[src/rtl/alu_issue_stage.sv]
// ID/EX issue stage: 2-entry skid buffer that feeds the ALU with operand forwarding from MEM/WB.
// Optional macro ISSUE_BYPASS_EN enables capture forwarding and snooping of held entries.
module alu_issue_stage #(
  parameter int WIDTH  = 32,
  parameter int REG_AW = 5,
  parameter int FUNC_W = 4
) (
  input  logic              clk,
  input  logic              rst_n,
  input  logic              flush,
  input  logic              id_valid,
  output logic              id_ready,
  input  logic [FUNC_W-1:0] id_alu_func,
  input  logic [REG_AW-1:0] id_rs1_addr,
  input  logic [REG_AW-1:0] id_rs2_addr,
  input  logic [WIDTH-1:0]  id_op1,
  input  logic [WIDTH-1:0]  id_op2,
  input  logic [REG_AW-1:0] id_rd_addr,
  input  logic [REG_AW-1:0] mem_rd_addr,
  input  logic [WIDTH-1:0]  mem_data,
  input  logic [REG_AW-1:0] wb_rd_addr,
  input  logic [WIDTH-1:0]  wb_data,
  output logic              ex_valid,
  input  logic              ex_ready,
  output logic [WIDTH-1:0]  alu_op1,
  output logic [WIDTH-1:0]  alu_op2,
  output logic [FUNC_W-1:0] alu_func,
  output logic [REG_AW-1:0] ex_rd_addr
);

  typedef enum logic [1:0] {EMPTY, BUSY, FULL} state_t;

  typedef struct packed {
    logic [FUNC_W-1:0] func;
    logic [REG_AW-1:0] rd;
    logic [REG_AW-1:0] rs1;
    logic [REG_AW-1:0] rs2;
    logic [WIDTH-1:0]  op1;
    logic [WIDTH-1:0]  op2;
  } entry_t;

  state_t r_state;
  entry_t r_head;
  entry_t r_skid;

  entry_t w_raw;
  entry_t w_cap;
  entry_t w_head_snp;
  entry_t w_skid_snp;
  logic   w_in;
  logic   w_out;

  assign id_ready   = (r_state != FULL);
  assign ex_valid   = (r_state != EMPTY);
  assign alu_op1    = r_head.op1;
  assign alu_op2    = r_head.op2;
  assign alu_func   = r_head.func;
  assign ex_rd_addr = r_head.rd;

  assign w_in  = id_valid & id_ready;
  assign w_out = ex_valid & ex_ready;

  assign w_raw = '{func: id_alu_func, rd: id_rd_addr, rs1: id_rs1_addr,
                   rs2: id_rs2_addr, op1: id_op1, op2: id_op2};

`ifdef ISSUE_BYPASS_EN
  // MEM is the younger result, so it wins over WB; x0 is hardwired and never forwarded.
  function automatic logic [WIDTH-1:0] fwd(input logic [REG_AW-1:0] rs,
                                           input logic [WIDTH-1:0]  cur);
    if (rs == '0)               return cur;
    else if (rs == mem_rd_addr) return mem_data;
    else if (rs == wb_rd_addr)  return wb_data;
    else                        return cur;
  endfunction

  function automatic entry_t snoop(input entry_t e);
    entry_t s;
    s     = e;
    s.op1 = fwd(e.rs1, e.op1);
    s.op2 = fwd(e.rs2, e.op2);
    return s;
  endfunction

  // Capture-time forwarding is the same rule as snooping, applied to the incoming op.
  assign w_cap      = snoop(w_raw);
  assign w_head_snp = snoop(r_head);
  assign w_skid_snp = snoop(r_skid);
`else
  logic w_unused_fwd;
  assign w_unused_fwd = ^{mem_rd_addr, mem_data, wb_rd_addr, wb_data, r_head.rs1, r_head.rs2};
  assign w_cap        = w_raw;
  assign w_head_snp   = r_head;
  assign w_skid_snp   = r_skid;
`endif

  // NOTE: data registers are reset too, because alu_* must read 0 straight out of reset.
  always_ff @(posedge clk or negedge rst_n) begin
    if (!rst_n) begin
      r_state <= EMPTY;
      r_head  <= '0;
      r_skid  <= '0;
    end else if (flush) begin
      r_state <= EMPTY;
    end else begin
      case (r_state)
        EMPTY: begin
          if (w_in) begin
            r_state <= BUSY;
            r_head  <= w_cap;
          end
        end
        BUSY: begin
          if (w_in && !w_out) begin
            r_state <= FULL;
            r_head  <= w_head_snp;
            r_skid  <= w_cap;
          end else if (w_in && w_out) begin
            r_head <= w_cap;
          end else if (w_out) begin
            r_state <= EMPTY;
          end else begin
            r_head <= w_head_snp;
          end
        end
        FULL: begin
          // The skid entry is still in flight when it moves up, so it keeps snooping.
          if (w_out) begin
            r_state <= BUSY;
            r_head  <= w_skid_snp;
          end else begin
            r_head <= w_head_snp;
            r_skid <= w_skid_snp;
          end
        end
        default: r_state <= EMPTY;
      endcase
    end
  end

endmodule

[config.mk]
export PLATFORM = sky130hd
export DESIGN_NAME = alu_issue_stage
export DESIGN_NICKNAME = d
export VERILOG_FILES = /design/src/rtl/alu_issue_stage.sv
export SDC_FILE = /design/constraint.sdc
export NUM_CORES = 1
export LEC_CHECK = 0
export CAP_MARGIN = 10
export CORE_MARGIN = 3
export CORE_UTILIZATION = 36
export CTS_BUF_LIST = sky130_fd_sc_hd__clkbuf_2
export DETAILED_ROUTE_END_ITERATION = 8
export PLACE_DENSITY_LB_ADDON = 0.2
export SYNTH_ARGS = -nofsm -noshare
export SYNTH_HDL_FRONTEND = slang
export SYNTH_SLANG_ARGS = --single-unit
[constraint.sdc]
create_clock -name clk -period 2.9 [get_ports clk]
set_clock_uncertainty 0.2 [all_clocks]
set_input_delay 0.58 -clock clk [delete_from_list [all_inputs] [get_ports clk]]
set_output_delay 0.58 -clock clk [all_outputs]
set_load 0.005 [all_outputs]
==> results.cfg, run 1 <==
[status]
outcome = finished clean

[timing]
fmax_ghz = 0.367
period_needed_ns = 2.72
relSlewSlack_pct = 58.5
tightestPinTransition_ns = 0.622
rsz0062_at_grt = false
fin_hold_ws_ns = 0.214
setup_viol = 0
setup_slack_ns = 0.177
final.setup.tns_ns = 0
drv_slew = 0
min_period_over_period_pct = 93.9
final-hold-violation-count = 0

[logic_synthesis]
synth_area_um2 = 6700
syn_inst = 406
ys_warn_count = 0
synthesis.nets = 568
synth_area_per_cell_um2 = 16.5
ys_seq_area_share_pct = 55.3
synth_seq_cells = 148
ys_types = 22

[routing]
viasPerCell = 4.77
vias = 3870
ant_nets = 0
drtPass1Iterations = 4
dr.first_iter.drc_count = 118
wl_mm = 14.3
wire_per_inst_um = 17.6
drc = 0

[global_routing]
grt_pass1_wl_mm = 23.3
grt_start_max_net_pins = 65
antenna_found_initial = 1
grtUsageMet2_pct = 23.0
grt.busiest_layer = met2
met1_usage_pct = 19.0
grt_use_total_pct = 14.6
globalRouteMet3Util_pct = 5.95
first_global_vias = 4363
grt_overflow_total = 0

[clock_tree]
clkSinkCount = 148
numCtsBuffers = 17
root_buffer = clkbuf_2
cts_setup_buffers = 0
clockBufferDepth = 2
cts_tree = built
cts-htree-levels = 4
insertion_delay_ns = 0.67
clkTransAtPathRegs_ns = 0.23

[setup_path]
crit_start = r_state[1]
crit_fanout = 6
r2r-start = r_state[1]
critical_path_class = flip-flop to output port
startpoint_type = flip-flop
crit_required_ns = 2.12
crit_path_end_kind = output port
arrival_ns = 1.94

[placement]
dpl.hpwl_mm = 9.49
gp_congestion = 0.734
port_buffers = 152
place_inst = 777
pre_cts_ws_ns = 0.170

[power]
p_per_area_nw_per_um2 = 603
p_leak_nw = 3.64
vdd_ir_drop_max_mv = 0.400

[floorplanning]
die_h_um = 142
core_um2 = 18100
rows = 49
start_util_pct = 36.9
die_x_um = 142
pin_count = 237
dieArea_um2 = 20300

[finish]
drive_gt1_share_pct = 44.8
layout_common_cells = mux2_2, clkdlybuf4s50_1, dfrtp_1
syn_to_final_growth_pct = 29.9
nets = 730
layout_commonest_cell = mux2_2
finalNonFillerCells = 812

[job]
drv_cap = 0

[min_path]
hold_class = input pin to async pin
[flip-flops by register name, summed over array words and instances, names as in the netlist]
| name | count |
|---|---|
| ex_rd_addr | 5 |
| alu_op1 | 32 |
| r_state | 2 |
| alu_op2 | 32 |
| alu_func | 4 |
| r_skid | 73 |
[cell usage after synthesis]
cell type,count,area share (%)
buf_2,3,0.22
a21oi_4,1,0.24
inv_1,1,0.056
o21a_1,1,0.11
nor2_1,1,0.056
nor3b_1,1,0.11
buf_4,2,0.22
buf_6,13,2.2
nor3_1,1,0.075
nor2b_2,1,0.13
a21oi_1,2,0.15
o22a_1,1,0.13
or2_2,1,0.093
mux2_2,161,27
mux2_1,10,1.7
clkbuf_8,5,1.0
dfrtp_1,148,55
nor2b_1,1,0.093
nand2b_1,1,0.093
mux2_4,48,11
nand2_1,2,0.11
nand3b_1,1,0.11
[cells by family after synthesis]
kind of cell,Yosys count,share of synthesized area [%]
buffers and inverters,24,3.72
muxes,219,39.5
AOI/OAI and AO/OA,5,0.635
DFF,148,55.3
and+or+nand+nor,10,0.878
[worst paths after layout]
kind	to	slack (ns)	cells after the start
worst max-delay path	ex_valid	0.18	2
worst min register to register	alu_op1[10]	0.32	1
min in group clk	alu_op1[10]	0.32	1
worst max register to register	alu_op1[1]	0.70	4
worst min-delay path	r_skid[19]	0.21	2
max in group asynchronous	r_skid[78]	1.52	3
[routing by layer]
metal | share of wire (%) | up-vias | routed length (µm)
li1 | - | 1788 | -
met1 | 46 | 1972 | 6520
met2 | 47 | 103 | 6680
met3 | 7.0 | 7 | 1010
met4 | 0.78 | 0 | 111
met5 | 0 | - | 0
[layout make-up]
| cell class | instances | area (µm²) |
|---|---|---|
| antenna | 2 | 5.00 |
| clock buffer | 19 | 95.1 |
| clock inverter | 13 | 108 |
| fill | 1581 | 9440 |
| inverter | 1 | 3.75 |
| multi-input combinational | 234 | 2760 |
| sequential | 148 | 3700 |
| tap | 229 | 287 |
| timing repair buffer | 166 | 1740 |
[power breakdown]
group	internal, W	leakage, nW	switching, W
combinational	0.000987	1.74	0.000394
clock	0.000310	0.128	0.000750
sequential	0.00256	1.78	0.000255
[what timing repair did]
item                       in CTS  in global routing
setup endpoints to repair       0                  1
resized for setup               0                  1
hold endpoints to repair       61                  0
hold buffers                    1                  0
[per-stage QoR]
stage | instance area (µm²) | util [%] | power (W)
after CTS | 8700 | 47.9 | 0.00536
after global placement | 8490 | 46.8 | 0.00419
after detailed placement | 8490 | 46.8 | 0.00426
after global routing | 8710 | 48.0 | 0.00561
final | 8710 | 48.0 | 0.00525
after floorplan | 6700 | - | 0.00349
[worst max-delay path, cell delays in order (launching register included)]
cell and delay [ns]:
dfrtp_1 0.48, or2_2 0.32, clkdlybuf4s50_1 0.49
Note: power is estimated with default switching activity, not from simulation.
==> inputs of run 2 (changes only) <==
==> constraint.sdc (replaced) <==
create_clock -name clk -period 2.9 [get_ports clk]
set_clock_uncertainty 0.2 [all_clocks]
set_input_delay 0.725 -clock clk [delete_from_list [all_inputs] [get_ports clk]]
set_output_delay 0.725 -clock clk [all_outputs]
set_load 0.005 [all_outputs]
==> run 2 against run 1 <==
Net effect:
- sequential cell count is the same
- worst setup slack improved by 0.039 ns
- cell count grew 0.25%
- cell area grew 0.56%
- routed wire length rose by 1.3%
- sequential power hardly changed
- non-clock buffer count is 3 higher
- global-route usage up 0.33 points
- total power rose by 3.0%
- register-to-register slack worse by 0.07 ns
- sequential share of layout area is 0.22 points lower
- largest cell class unchanged
- largest power group unchanged
- highest routed layer unchanged
==> results.cfg, run 2 (synthesis gave the netlist of run 1 again) <==
[floorplanning]
dieArea_um2 = 20300
start_util_pct = 36.9
rows = 49
core_um2 = 18100
die_x_um = 142
pin_count = 237
die_h_um = 142

[global_routing]
grt_use_total_pct = 14.9
first_global_vias = 4565
grt_pass1_wl_mm = 23.8
grt_start_max_net_pins = 75
grt_overflow_total = 0
antenna_found_initial = 1

[clock_tree]
insertion_delay_ns = 0.68
clockBufferDepth = 2
numCtsBuffers = 17
cts_tree = built
root_buffer = clkbuf_2
cts-htree-levels = 4
clkTransAtPathRegs_ns = 0.22
clkSinkCount = 148

[timing]
fmax_ghz = 0.373
setup_viol = 0
period_needed_ns = 2.68
relSlewSlack_pct = 66.9
min_period_over_period_pct = 92.6
rsz0062_at_grt = false
drv_slew = 0
fin_hold_ws_ns = 0.317
tightestPinTransition_ns = 0.496
final-hold-violation-count = 0

[setup_path]
ff2ff_setup_slack_ns = 0.63
critical_path_class = flip-flop to output port
reg2regPathDepth = 7
crit_fanout = 2
crit_start = r_state[1]
r2r-start = r_state[1]
crit_required_ns = 1.98
r2r_end = ex_rd_addr[3]
crit_path_end_kind = output port
startpoint_type = flip-flop
arrival_ns = 1.76

[min_path]
whs_path_depth = 1
hold_class = flip-flop to flip-flop
min_to = alu_op1[11]
worstHoldStart = alu_op1[11]

[finish]
drive_gt1_share_pct = 45.2
largest_register_ffs = 73
design_area_um2 = 8750
layout_commonest_cell = mux2_2
largest-register = r_skid
syn_to_final_growth_pct = 30.7
layout_common_cells = mux2_2, clkdlybuf4s50_1, dfrtp_1
nets = 733

[routing]
drc = 0
viasPerCell = 4.83
wl_mm = 14.5
dr.first_iter.drc_count = 132
drtPass1Iterations = 4
vias = 3933
ant_nets = 0
wire_per_inst_um = 17.8

[placement]
dpl.hpwl_mm = 9.33
gp_congestion = 0.704
port_buffers = 152
placed_area_um2 = 8460

[job]
drv_cap = 0

[power]
vdd_ir_drop_max_mv = 0.378
p_per_area_nw_per_um2 = 618
p_leak_nw = 3.67

[status]
outcome = finished clean
## run 2: cell types whose count changed in the layout (fill, tap and decap cells not counted), moves of 2 or more
| cell | delta |
|---|---|
| buf_12 | -2 |
| buf_4 | +5 |
| bufinv_16 | +2 |
| clkdlybuf4s50_1 | -2 |
| clkinv_4 | +2 |
| inv_6 | -2 |
## run 2: how the worst max path moves through the flow
stage	slack [ns]	depth (start not counted)	endpoint
4_1_cts	0.02	3	id_ready
6_report	0.22	3	ex_valid
5_1_grt	0.04	3	ex_valid
3_5_place_dp	-0.02	6	alu_op1[16]
2_1_floorplan	0.72	5	alu_op1[16]
3_3_place_gp	0.05	6	alu_func[1]
## run 2: cell type report
type / count / area, µm²
antenna: 1 / 2.50
inverter: 1 / 3.75
sequential: 148 / 3710
tap: 229 / 287
fill: 1589 / 9390
clock buffer: 18 / 90.1
timing repair buffer: 169 / 1740
multi-input combinational: 234 / 2760
clock inverter: 14 / 163
## run 2: critical path, cell delays in order (launching register included)
cell and delay [ns]:
dfrtp_2 0.44, buf_4 0.13, or2_2 0.29, clkdlybuf4s15_1 0.24
## run 2: metrics by stage
step | total power, W | TNS [ns] | worst slack (ns) | utilization, % | std cells
after floorplan | 0.00349 | 0 | 0.715 | - | 406
after global placement | 0.00418 | 0 | 0.0535 | 46.6 | 777
after detailed placement | 0.00425 | -0.0716 | -0.0182 | 46.6 | 777
after CTS | 0.00552 | 0 | 0.0180 | 48.2 | 812
after global routing | 0.00577 | 0 | 0.0391 | 48.2 | 814
final | 0.00541 | 0 | 0.216 | 48.2 | 814
## run 2: where the power goes
part / internal (W) / total (W) / switching [W]
sequential: 0.00256 / 0.00281 / 0.000254
clock: 0.000477 / 0.00122 / 0.000746
combinational: 0.000982 / 0.00138 / 0.000396
total: 0.00402 / 0.00541 / 0.00140
## run 2: per-layer routing
metal,share of wire (%),wire [µm],track usage [%]
met5,0,0,0
met4,0.79,115,3.45
met3,7.2,1050,6.08
met2,49,7160,25.0
met1,43,6170,18.2
## run 2: what timing repair did
action | CTS | global route
buffers inserted | 2 | 1
endpoints found under the hold margin | 46 | 0
endpoints found under the setup margin | 2 | 1
hold buffers | 1 | 0
gates resized for setup | 3 | 2
==> inputs of run 3 (changes only) <==
- CTS_CLUSTER_SIZE: default -> 20
==> results of run 3 <==
No change in the layout: final DEF, timing and power equal those of run 2.
